**src/rtl/bit_plane_decoder.sv**
```systemverilog
// bit_plane_decoder
//   Receive-side partner of bit_plane_coder. Pops {cx,bit} decision pairs from the
//   decision FIFO and rebuilds one 3x3 group of nine WIDTH-bit unsigned coefficients.
//   The stream runs from plane WIDTH-1 down to plane 0. Within each plane it runs
//   from coefficient 0 to coefficient 8, so one group is 9*WIDTH pairs.
//
// Ports
//   clk, rst_n         clock (rising edge) and asynchronous active-low reset
//   start              1-cycle pulse; begins a group, accepted only when idle
//   subband            subband tag, latched on an accepted start
//   rdempty            decision FIFO empty
//   rdreq              FIFO read request (q valid the cycle after)
//   bit_in, cx_in      decision bit / context from FIFO q
//   data0..data8       reconstructed coefficients, held until the next accepted start
//   subband_out        latched subband tag
//   output_valid       1-cycle pulse when data0..8 are complete
//   busy               high while reading or draining
//   decode_err         sticky abort/timeout flag, cleared by the next accepted start

module bit_plane_decoder #(
  parameter int unsigned WIDTH       = 16,
  parameter int unsigned TIMEOUT_CYC = 1024,
  parameter logic [3:0]  ABORT_CX    = 4'hF
) (
  input  logic             clk,
  input  logic             rst_n,
  input  logic             start,
  input  logic [2:0]       subband,
  input  logic             rdempty,
  output logic             rdreq,
  input  logic             bit_in,
  input  logic [3:0]       cx_in,
  output logic [WIDTH-1:0] data0,
  output logic [WIDTH-1:0] data1,
  output logic [WIDTH-1:0] data2,
  output logic [WIDTH-1:0] data3,
  output logic [WIDTH-1:0] data4,
  output logic [WIDTH-1:0] data5,
  output logic [WIDTH-1:0] data6,
  output logic [WIDTH-1:0] data7,
  output logic [WIDTH-1:0] data8,
  output logic [2:0]       subband_out,
  output logic             output_valid,
  output logic             busy,
  output logic             decode_err
);

  localparam int unsigned NumPairs = 9 * WIDTH;
  localparam int unsigned PlaneW   = (WIDTH > 1) ? $clog2(WIDTH) : 1;
  localparam int unsigned IssW     = $clog2(NumPairs + 1);
  localparam int unsigned ToW      = $clog2(TIMEOUT_CYC + 1);

  localparam logic [IssW-1:0]   NumPairsW = IssW'(NumPairs);
  localparam logic [IssW-1:0]   LastIss   = IssW'(NumPairs - 1);
  localparam logic [ToW-1:0]    ToLast    = ToW'(TIMEOUT_CYC - 1);
  localparam logic [PlaneW-1:0] TopPlane  = PlaneW'(WIDTH - 1);

  typedef enum logic [1:0] {StIdle, StRead, StDrain, StDone} state_e;

  state_e                   state_q, state_d;
  logic [PlaneW-1:0]        plane_q, plane_d;
  logic [3:0]               idx_q, idx_d;
  logic [IssW-1:0]          issued_q, issued_d;
  logic [ToW-1:0]           to_q, to_d;
  logic                     rd_d1_q;
  logic                     err_q, err_d;
  logic [2:0]               sb_q, sb_d;
  logic [8:0][WIDTH-1:0]    data_q, data_d;
  logic                     valid_q, valid_d;
  logic                     busy_q, busy_d;
  logic                     abort;
  logic                     rdreq_int;

  // An abort marker must stop the read that would otherwise issue in the same cycle.
  assign abort     = rd_d1_q && (cx_in == ABORT_CX);
  assign rdreq_int = (state_q == StRead) && !rdempty && (issued_q < NumPairsW) && !abort;

  always_comb begin
    state_d  = state_q;
    plane_d  = plane_q;
    idx_d    = idx_q;
    issued_d = issued_q;
    to_d     = to_q;
    err_d    = err_q;
    sb_d     = sb_q;
    data_d   = data_q;
    valid_d  = 1'b0;

    unique case (state_q)
      StIdle: begin
        if (start) begin
          data_d   = '0;
          plane_d  = TopPlane;
          idx_d    = '0;
          issued_d = '0;
          to_d     = '0;
          err_d    = 1'b0;
          sb_d     = subband;
          state_d  = StRead;
        end
      end
      StRead, StDrain: begin
        if (rdreq_int) begin
          issued_d = issued_q + 1'b1;
          if (issued_q == LastIss) state_d = StDrain;
        end
        // Timeout counts consecutive empty cycles only while reads are still owed.
        if (state_q == StRead) begin
          if (rdempty) begin
            if (to_q == ToLast) begin
              err_d   = 1'b1;
              state_d = StIdle;
            end else begin
              to_d = to_q + 1'b1;
            end
          end else begin
            to_d = '0;
          end
        end
        if (rd_d1_q) begin
          if (abort) begin
            err_d   = 1'b1;
            state_d = StIdle;
          end else begin
            data_d[idx_q][plane_q] = bit_in;
            if (idx_q == 4'd8) begin
              idx_d = '0;
              if (plane_q != '0) plane_d = plane_q - 1'b1;
            end else begin
              idx_d = idx_q + 1'b1;
            end
            // Only the final outstanding read can land while draining.
            if (state_q == StDrain) begin
              state_d = StDone;
              valid_d = 1'b1;
            end
          end
        end
      end
      StDone: state_d = StIdle;
      default: state_d = StIdle;
    endcase

    busy_d = (state_d == StRead) || (state_d == StDrain);
  end

  always_ff @(posedge clk or negedge rst_n) begin
    if (!rst_n) begin
      state_q  <= StIdle;
      plane_q  <= '0;
      idx_q    <= '0;
      issued_q <= '0;
      to_q     <= '0;
      rd_d1_q  <= 1'b0;
      err_q    <= 1'b0;
      sb_q     <= '0;
      data_q   <= '0;
      valid_q  <= 1'b0;
      busy_q   <= 1'b0;
    end else begin
      state_q  <= state_d;
      plane_q  <= plane_d;
      idx_q    <= idx_d;
      issued_q <= issued_d;
      to_q     <= to_d;
      rd_d1_q  <= rdreq_int;
      err_q    <= err_d;
      sb_q     <= sb_d;
      data_q   <= data_d;
      valid_q  <= valid_d;
      busy_q   <= busy_d;
    end
  end

  assign rdreq        = rdreq_int;
  assign data0        = data_q[0];
  assign data1        = data_q[1];
  assign data2        = data_q[2];
  assign data3        = data_q[3];
  assign data4        = data_q[4];
  assign data5        = data_q[5];
  assign data6        = data_q[6];
  assign data7        = data_q[7];
  assign data8        = data_q[8];
  assign subband_out  = sb_q;
  assign output_valid = valid_q;
  assign busy         = busy_q;
  assign decode_err   = err_q;

endmodule

```
**config.mk**
```make
export PLATFORM = sky130hd
export DESIGN_NAME = bit_plane_decoder
export DESIGN_NICKNAME = d
export VERILOG_FILES = /design/src/rtl/bit_plane_decoder.sv
export SDC_FILE = /design/constraint.sdc
export NUM_CORES = 1
export LEC_CHECK = 0
export CORE_MARGIN = 1.5
export CORE_UTILIZATION = 53
export CTS_CLUSTER_SIZE = 28
export DETAILED_ROUTE_END_ITERATION = 10
export HOLD_SLACK_MARGIN = 0.06
export PLACE_DENSITY = 0.81
export SYNTH_ARGS = -nofsm -noshare
export SYNTH_HDL_FRONTEND = slang
export SYNTH_SLANG_ARGS = --single-unit
```
**constraint.sdc**
```tcl
create_clock -name clk -period 2.2 [get_ports clk]
set_input_delay 0.44 -clock clk [delete_from_list [all_inputs] [get_ports clk]]
set_output_delay 0.44 -clock clk [all_outputs]
set_load 0.02 [all_outputs]
```
Word-level counts from Yosys, hierarchy flattened
Index checks and enable logic that the tools add are counted.
{ "totals": {"register_bits": 180, "in_bits": 12, "output_inout_bits": 151, "word_cells": 113} }
{ "op_classes": {"n_addsub": 4, "magnitude_cmp": 5, "n_eq_ne": 17, "mux": 49, "n_reduce_logical": 19} }
{ "op_table": {"columns": ["op", "n"], "rows": [
  ["$mux W144", 3],
  ["$pmux W144 S2", 1],
  ["$bwmux W144", 1],
  ["$demux W16 S4", 1],
  ["$mux W11", 4],
  ["$mux W4", 9],
  ["$pmux W11 S2", 1],
  ["$mux W2", 9],
  ["$mux W16", 1],
  ["$mux W8", 2],
  ["$pmux W4 S2", 2],
  ["$pmux W8 S2", 1],
  ["$ne A2 B2 Y1 const B", 7],
  ["$add A11 B1 Y11 const B", 1],
  ["$eq A11 B10 Y1 const B", 1],
  ["$mux W1", 11],
  ["$lt A4 B5 Y1 const B", 2],
  ["$add A8 B1 Y8 const B", 1],
  ["$eq A4 B4 Y1 const B", 2],
  ["$eq A8 B8 Y1 const B", 1],
  ["$ge A4 B1 Y1 const B", 2],
  ["$lt A8 B8 Y1 const B", 1],
  ["$reduce_and A4 Y1", 2],
  ["$eq A2 B2 Y1 const B", 3],
  ["other kinds (17)", 25]
]} }

Logic depth before layout (Yosys ltp)
Gate-level depths: netlist of the first run.
{ "logic_depth": {"word_depth": 14, "ltp_mapped": 9} }

Least setup slack after synthesis of the first run
No wires, ideal clock.
{ "synth_path": {"path_type": "register -> register", "start": "reg state_q[0]", "end": "reg plane_q[3]", "setup_time_ps": 124, "arrival_time_ps": 1907, "setup_slack_ps": 169, "stages_incl_launch_ff": 8, "n_path_buf": 1, "period_less_slack_ps": 2031, "cell_sequence": "dfrtp_1 > inv_1 > ha_1 > buf_2 > mux2i_2 > a211o_1 > or4_1 > mux2i_1"} }
{ "synth_via": {"elab_chain_len": 4, "word_cells_on_any_way": 12} }
{ "synth_lines": {"columns": ["item", "line", "rtl"], "rows": [
  ["start: declaration", "60", "state_e state_q, state_d;"],
  ["start signal: assignment", "149", "state_q <= StIdle;"],
  ["start signal: assignment", "161", "state_q <= state_d;"],
  ["$eq A2 B1 Y1 / $eq A2 B2 Y1 (equally long branches)", "89", "unique case (state_q)"],
  ["$reduce_or A2 Y1", "89", null],
  ["$ne A2 B2 Y1 (no line) / $reduce_bool A2 Y1 (equally long branches)", null, null],
  ["$reduce_and A6 Y1 (no line)", null, null],
  ["end signal: assignment", "162", "plane_q <= plane_d;"],
  ["end: declaration", "61", "logic [PlaneW-1:0] plane_q, plane_d;"]
]} }
Parallel ways exist; a longest one is shown, timed or not.
A chain may end at the register's enable or synchronous reset.

Worst setup path in the final report of the first run
{ "layout_path": {"start": "reg issued_q[6]", "end": "out rdreq"} }
{ "layout_via": {"elab_chain_len": 3} }
{ "layout_lines": {"columns": ["item", "line", "rtl"], "rows": [
  ["start: declaration", "63", "logic [IssW-1:0] issued_q, issued_d;"],
  ["start signal: assignment", "164", "issued_q <= issued_d;"],
  ["$lt A8 B8 Y1", "76", "assign rdreq_int = (state_q == StRead) && !rdempty && (issued_q < NumPairsW) && !abort;"],
  ["$logic_and A1 B1 Y1 (2 in series)", "76", null],
  ["end: declaration", "30", "output logic rdreq,"]
]} }
No other way between the ends.

==> flow_summary.json, run 1 <==
{
  "ant_nets": 0,
  "yosysTopAreaCellShare_pct": 51.4,
  "cp-start-kind": "flop",
  "crit_fanout": 2,
  "via_count": 8378,
  "powerDensity_mw_per_mm2": 999,
  "arrival_ns": 1.68,
  "leakage_nw": 4.81,
  "fin_skew_ns": 0.00969,
  "final_nets": 1134,
  "cts_tree": "yes",
  "setup_viol": 0,
  "post_synth_num_cell_types": 53,
  "period_minus_slack_ns": 2.12,
  "wl_per_cell_um": 20.2,
  "final_cells": 1338,
  "num_rows": 46,
  "worstPathRequired_ns": 1.76,
  "finalMaxSlewViolations": 0,
  "min_path_type": "flop to flop",
  "ys_top_cells_by_count": "dfrtp_1, o21ai_0, nand2_1, o2bb2ai_1, clkbuf_1",
  "vias_per_cell": 6.26,
  "syn_inst": 925,
  "synth_most_common_cell": "dfrtp_1",
  "worstSetupEndpointType": "output pin",
  "syn_nets": 950,
  "layout-drive-gt1-share_pct": 12.3,
  "cap_viol_max_count": 0,
  "tns_ns": 0,
  "antenna_found_initial": 0,
  "cts-htree-levels": 4,
  "dp_hpwl_um": 17400,
  "slew_headroom_pct": 61.9,
  "cts_root_buffer": "clkbuf_16",
  "fin_ws_ns": 0.0759,
  "initial_core_util_pct": 54.8,
  "path_class": "flop to output pin",
  "peakVddDrop_mv": 0.633,
  "rsz0062_at_grt": "false",
  "grt_max_degree": 117,
  "place_ws_ns": -0.279,
  "syn_area_mm2": 0.00877,
  "timing.fmax_mhz": 471,
  "utilization_pct": 73.5,
  "cts.sinks": 180,
  "drt-pass1-iter-count": 6,
  "overflow": 0,
  "gp_congestion": 0.869,
  "syn-mean-instance-area_um2": 9.48,
  "clockBufferDepth": 2,
  "synth-seq-area-share_pct": 51.4,
  "die_w_um": 132,
  "ys.flop_type": "dfrtp_1",
  "dieArea_mm2": 0.0173,
  "synth_edf_count": 0,
  "wl_um": 27000,
  "n_antenna_cell": 0,
  "numPlacedInstances": 1305,
  "drc": 0,
  "status": "complete, no violations",
  "tightestPinTransition_ns": 0.570,
  "timing.final.crit_share_pct": 96.5,
  "synth-seq-cells": 180,
  "grt_use_total_pct": 31.8,
  "clk_transition_reported_paths_ns": 0.07,
  "clk-insertion-delay-late_ns": 0.44,
  "ioPinCount": 163,
  "cts_buffers": 17,
  "grt_pass1_vias": 8200,
  "synth_warnings": 0,
  "io_buffers": 162,
  "die_h_um": 132,
  "core_mm2": 0.0160,
  "syn2layout_area_growth_pct": 34.2,
  "synthArstFlopShare_pct": 100,
  "grt_pass1_wl_um": 43800,
  "synth.area.top_cells": "dfrtp_1, o2bb2ai_1, o21ai_0",
  "dr.first_iter.drc_count": 755,
  "synth_top_cell_by_area": "dfrtp_1",
  "finalHoldViolCount": 0
}
[repair_timing]
item | 4_1_cts | 5_1_grt
endpoints found under the hold margin | 52 | 0
hold buffers | 1 | 0
buffers inserted | 0 | 0
setup endpoints to repair | 1 | 15
cloned | 0 | 0
pin swaps | 0 | 1
resized for setup | 4 | 8
[metal layers]
metal	GRT usage [%]	up-vias	share of wire [%]
li1	-	3738	-
met4	12.6	0	3.3
met3	6.44	71	8.2
met2	51.0	443	47
met5	0	-	0
met1	42.6	4126	41
[critical path: stages (launching register included)]
cell	delay (ns)
dfrtp_1	0.38
or3_4	0.42
a221oi_4	0.27
buf_4	0.18
[path summary, 6_finish.rpt]
| path | slack (ns) | endpoint | depth (start not counted) | startpoint |
|---|---|---|---|---|
| worst max-delay path | 0.08 | rdreq | 3 | issued_q[6] |
| worst min-delay path | 0.49 | data0[10] | 1 | data0[10] |
| worst max register to register | 0.11 | plane_q[3] | 6 | state_q[0] |
| worst min register to register | 0.49 | data0[10] | 1 | data0[10] |
| max in group asynchronous | 0.94 | data2[15] | 3 | rst_n |
| min in group asynchronous | 0.54 | data3[3] | 2 | rst_n |
[metrics by stage]
| stage | cell area [um^2] | hold WS [ns] | total power, mW |
|---|---|---|---|
| global route | 11800 | 0.501 | 12.4 |
| detailed placement | 11200 | 0.440 | 8.71 |
| global placement | 11200 | 0.448 | 8.54 |
| floorplan | 8770 | 0.144 | 6.81 |
| finish | 11800 | 0.490 | 11.7 |
| CTS | 11700 | 0.489 | 11.7 |
[registers in the layout (all words and copies together) (netlist names)]
signal        count
data0            16
data6            16
to_q             11
data4            16
data1            16
rd_d1_q           1
busy              1
data3            16
idx_q             4
issued_q          8
output_valid      1
data8            16
plane_q           4
decode_err        1
subband_out       3
data5            16
state_q           2
data2            16
data7            16
[cell type report]
cell class,count,area (um^2)
flip-flops and latches,180,4510
fillers,1185,4240
multi-input cells,651,3920
repair buffers,249,2460
clock buffers,20,467
well taps,216,270
clock inverters,12,97.6
inverters,10,37.5
[cells in the final DEF, fill, tap and decap left out, types with 7 or more instances in the layout]
| cell type | synthesis | layout |
|---|---|---|
| dfrtp_1 | 180 | 179 |
| o21ai_0 | 178 | 178 |
| nand2_1 | 172 | 172 |
| clkdlybuf4s50_1 | 0 | 160 |
| o2bb2ai_1 | 133 | 133 |
| buf_4 | 3 | 72 |
| nand3_1 | 23 | 23 |
| nor2_1 | 19 | 19 |
| clkbuf_16 | 0 | 17 |
| a31oi_1 | 15 | 15 |
| buf_12 | 0 | 15 |
| a21oi_1 | 12 | 11 |
| ha_1 | 13 | 11 |
| inv_1 | 10 | 10 |
| nor2b_1 | 9 | 9 |
| o31ai_1 | 7 | 7 |
[logic make-up after synthesis]
group           count (synthesis)  synth area share [%]
compound gates                366                  27.8
simple gates                  262                  13.2
flops                         180                  51.4
buf+inv                        94                  4.57
fa+ha+maj                      13                  1.86
mux                             9                  1.11
xor+xnor                        1                0.0999
[where the power goes]
group	switching, mW	internal [mW]
Combinational	3.18	1.89
Clock	1.39	1.55
Sequential	0.234	3.51
Note: power is estimated with default switching activity, not from simulation.
==> inputs of run 2 (changes only) <==
CORE_MARGIN = unset   (was 1.5)
==> run 2 against run 1 <==
Worst hold slack got worse by 0.0051 ns. Sequential power hardly changed. Largest power group unchanged. Sequential cell count unchanged. Clock-buffer cell count unchanged. Clock skew down 0.0023 ns. Highest routed layer unchanged. Clock power grew 2%.
==> flow_summary.json, run 2 (same netlist as run 1, synthesis figures left out) <==
{
  "cts.sinks": 180,
  "crit_fanout": 2,
  "slowest_delay_ns": 0.42,
  "fin_ws_ns": 0.0321,
  "drt-pass1-iter-count": 6,
  "min_path_type": "flop to flop",
  "layout-drive-gt1-share_pct": 11.9,
  "drc": 0,
  "num_rows": 46,
  "cts-htree-levels": 4,
  "cts_setup_buffers": 0,
  "fin_skew_ns": 0.00739,
  "n_antenna_cell": 0,
  "wl_per_cell_um": 19.1,
  "fin_area_mm2": 0.0117,
  "clockBufferDepth": 2,
  "utilization_pct": 73.2,
  "clk_transition_reported_paths_ns": 0.07,
  "final_cells": 1336,
  "dieArea_mm2": 0.0171,
  "grt_pass1_wl_um": 40600,
  "cts_root_buffer": "clkbuf_16",
  "hold_slack_ns": 0.485,
  "final_common_cell": "dfrtp_1",
  "grt_max_degree": 55,
  "peakVddDrop_mv": 0.856,
  "cp_slowest_cell": "or3_4",
  "antenna_found_initial": 0,
  "path_class": "flop to output pin",
  "dp_hpwl_um": 17000,
  "finalHoldViolCount": 0,
  "period_minus_slack_ns": 2.17,
  "powerDensity_mw_per_mm2": 993,
  "ant_nets": 0,
  "place_ws_ns": -0.306,
  "die_w_um": 131,
  "syn2layout_area_growth_pct": 33.7,
  "overflow": 0,
  "core_mm2": 0.0160,
  "vias_per_cell": 6.10,
  "cap_viol_max_count": 0,
  "most-common-layout-cells": "dfrtp_1, o21ai_0, nand2_1",
  "grt_pass1_vias": 7628,
  "dr.first_iter.drc_count": 830,
  "io_buffers": 162,
  "power_mw": 11.6,
  "pwr-share-clk_pct": 25.9,
  "tightestPinTransition_ns": 0.571,
  "reg2reg_slack_ns": 0.15,
  "cp-start-kind": "flop",
  "p_int_mw": 6.99,
  "cts_tree": "yes",
  "leakage_nw": 4.80,
  "status": "complete, no violations",
  "final_nets": 1132,
  "path_cells": "or3_4 -> a221oi_4 -> buf_4",
  "ioPinCount": 163,
  "timing.fmax_mhz": 461,
  "timing.final.crit_share_pct": 98.5,
  "initial_core_util_pct": 54.8,
  "gp_congestion": 0.877,
  "dpl-instance-area_mm2": 0.0111,
  "grt_use_total_pct": 31.1,
  "pwr-share-seq_pct": 32.1,
  "clk-insertion-delay-late_ns": 0.43,
  "finalMaxSlewViolations": 0,
  "wl_um": 25500,
  "tns_ns": 0,
  "numPlacedInstances": 1303,
  "die_h_um": 131,
  "combinationalPowerShare_pct": 42.0,
  "via_count": 8155,
  "p_sw_share_pct": 39.9,
  "worstSetupEndpointType": "output pin",
  "p_sw_mw": 4.65,
  "worstPathRequired_ns": 1.76,
  "slew_headroom_pct": 61.9,
  "setup_viol": 0,
  "cts_buffers": 17,
  "arrival_ns": 1.73
}
## run 2: changes by cell type in the layout (fill, tap and decap cells not counted), sizes merged
cell / change
inv: -2
buf: -2
bufinv: +2
## run 2: worst paths after layout
check | startpoint | end | cells after the start
max | issued_q[6] | rdreq | 3
min | to_q[10] | to_q[10] | 1
max reg2reg | state_q[0] | plane_q[3] | 7
min reg2reg | to_q[10] | to_q[10] | 1
max in group asynchronous | rst_n | data8[14] | 3
min in group asynchronous | rst_n | data4[3] | 2
## run 2: critical path: cells and delay by family (launching register included)
kind / cells / cell delay, ns
and+or+nand+nor: 1 / 0.42
DFF: 1 / 0.39
AOI/OAI and AO/OA: 1 / 0.30
buffers and inverters: 1 / 0.19
## run 2: timing repair
action	in CTS	in global routing
gates resized for setup	5	7
endpoints found under the hold margin	48	0
hold buffers	1	0
pin swaps	0	1
endpoints found under the setup margin	1	11
## run 2: area by class of cell
class                   count  area (um^2)
flip-flops and latches    180         4500
fillers                  1175         4280
multi-input cells         651         3920
repair buffers            247         2410
clock buffers              20          447
well taps                 216          270
clock inverters            12          130
inverters                  10         37.5
## run 2: power groups by stage
stage	registers [mW]	clock network (mW)	logic, mW
global route	3.76	3.16	5.41
floorplan	3.82	0	2.99
finish	3.73	3.01	4.89
detailed placement	3.78	0	4.76
global placement	3.77	0	4.65
CTS	3.73	3.02	4.79
## run 2: metal layers
| metal | global-route usage (%) | share of wire [%] | wire [um] |
|---|---|---|---|
| met5 | 0 | 0 | 0 |
| met4 | 10.9 | 1.9 | 486 |
| met3 | 6.03 | 8.2 | 2080 |
| met2 | 48.2 | 47 | 11900 |
| met1 | 43.7 | 43 | 11000 |
==> inputs of run 3 (changes only) <==
SKIP_CTS_REPAIR_TIMING = 1   (was unset)
==> run 3 against run 2 <==
Sequential share of layout area rose by 0.054 points. Worst hold slack got worse by 0.0047 ns. Cell area fell by 0.14%. Sequential power barely moved. Clock-buffer cell count did not move. Non-clock buffer count did not move. Critical path depth did not move. Largest power group unchanged.
==> flow_summary.json, run 3 (same netlist as run 1, synthesis figures left out) <==
{
  "ant_nets": 0,
  "most-common-layout-cells": "dfrtp_1, o21ai_0, nand2_1",
  "antenna_found_initial": 0,
  "leakage_nw": 4.80,
  "gp_congestion": 0.877,
  "cp.depth": 3,
  "rsz0062_at_grt": "true",
  "core_mm2": 0.0160,
  "crit_start": "issued_q[6]",
  "fin_skew_ns": 0.00914,
  "num_rows": 46,
  "worst-path-buf-inv": 1,
  "timing.fmax_mhz": 456,
  "timing.final.crit_share_pct": 99.7,
  "crit_fanout": 2,
  "crit_family": "simple AND/OR/NAND/NOR gates",
  "finalMaxSlewViolations": 0,
  "min_from": "to_q[10]",
  "path_class": "flop to output pin",
  "grt.busiest_layer": "met2",
  "cap_viol_max_count": 0,
  "wl_um": 25500,
  "fillers": 1178,
  "grtUsageMet3_pct": 6.03,
  "worstSetupEndpointType": "output pin",
  "final_common_cell": "dfrtp_1",
  "io_buffers": 162,
  "peakVddDrop_mv": 0.857,
  "arrival_ns": 1.75,
  "status": "complete, no violations",
  "grt_max_degree": 55,
  "die_w_um": 131,
  "cp_slowest_cell": "or3_1",
  "cts-htree-levels": 4,
  "grt_use_total_pct": 31.1,
  "die_h_um": 131,
  "ff_latch_area_mm2": 0.00450,
  "gr-usage-met2_pct": 48.2,
  "tns_ns": 0,
  "grt_pass1_wl_um": 40600,
  "finalHoldViolCount": 0,
  "cts_tree": "yes",
  "cp-start-kind": "flop",
  "overflow": 0,
  "clk-insertion-delay-late_ns": 0.44,
  "clk_transition_reported_paths_ns": 0.07,
  "hold_slack_ns": 0.480,
  "powerDensity_mw_per_mm2": 994,
  "slowest_delay_ns": 0.44,
  "initial_core_util_pct": 54.8,
  "layout-drive-gt1-share_pct": 11.8,
  "dr.first_iter.drc_count": 842,
  "tightestPinTransition_ns": 0.554,
  "grt_pass1_vias": 7628,
  "final_nets": 1132,
  "cts.sinks": 180,
  "worstPathRequired_ns": 1.76,
  "vias_per_cell": 6.08,
  "cts_root_buffer": "clkbuf_16",
  "multi_input_area_mm2": 0.00390,
  "clockBufferDepth": 2,
  "period_minus_slack_ns": 2.19,
  "r2r_cells": 7,
  "dieArea_mm2": 0.0171,
  "ioPinCount": 163,
  "regToRegStartpoint": "state_q[0]",
  "hold_path_depth": 1,
  "wl_per_cell_um": 19.1,
  "via_count": 8125,
  "drt-pass1-iter-count": 6,
  "drc": 0,
  "slew_headroom_pct": 63.0,
  "cts_buffers": 17,
  "met1_usage_pct": 43.7,
  "n_antenna_cell": 0,
  "path_cells": "or3_1 -> a221oi_2 -> buf_4",
  "setup_viol": 0,
  "min_path_type": "flop to flop",
  "syn2layout_area_growth_pct": 33.5,
  "dp_hpwl_um": 17000
}
run 3: changes by cell type in the layout (fill, tap and decap cells not counted):
cell / before / now
a221oi_2: 0 / 1
a221oi_4: 1 / 0
or3_1: 5 / 6
or3_4: 1 / 0
run 3: cell type report:
class / instances / share of cell area (%)
inverter: 10 / 0.321
clock buffer: 20 / 3.82
multi-input combinational: 651 / 33.4
timing repair buffer: 247 / 20.6
clock inverter: 12 / 1.11
sequential: 180 / 38.5
tap: 216 / 2.31
run 3: worst register-to-register path, cell delays in order (launching register included):
cell	delay [ns]
dfrtp_1	0.43
inv_1	0.13
ha_4	0.30
inv_1	0.23
a21oi_2	0.05
a211o_1	0.25
or4_1	0.44
mux2i_1	0.14
run 3: path summary, 6_finish.rpt:
check,slack (ns),end
min in group asynchronous,0.54,data4[3]
max in group asynchronous,0.98,data0[8]
min reg2reg,0.48,to_q[10]
max reg2reg,0.14,plane_q[3]
max,0.006,rdreq
min,0.48,to_q[10]
run 3: metal layers:
layer	wire length, um	part of all wire, %	up-vias
met3	1950	7.6	41
met2	12000	47	373
li1	-	-	3717
met1	11100	44	3994
met5	0	0	-
met4	492	1.9	0
run 3: metrics by stage:
| step | cells | util [%] | area, um^2 | power, mW | setup slack, ns |
|---|---|---|---|---|---|
| 5_1_grt | 1336 | 73.1 | 11700 | 12.3 | -0.0209 |
| 3_3_place_gp | 1303 | 69.4 | 11100 | 8.43 | -0.318 |
| 3_5_place_dp | 1303 | 69.4 | 11100 | 8.54 | -0.306 |
| 2_1_floorplan | 925 | - | 8770 | 6.81 | 0.169 |
| 4_1_cts | 1335 | 73.0 | 11700 | 11.5 | -0.451 |
| 6_report | 1336 | 73.1 | 11700 | 11.6 | 0.00642 |
run 3: where the power goes:
| part | total (mW) | internal (mW) | switching [mW] |
|---|---|---|---|
| sequential | 3.73 | 3.51 | 0.224 |
| combinational | 4.88 | 1.77 | 3.11 |
| clock | 3.02 | 1.70 | 1.32 |
| total | 11.6 | 6.98 | 4.65 |
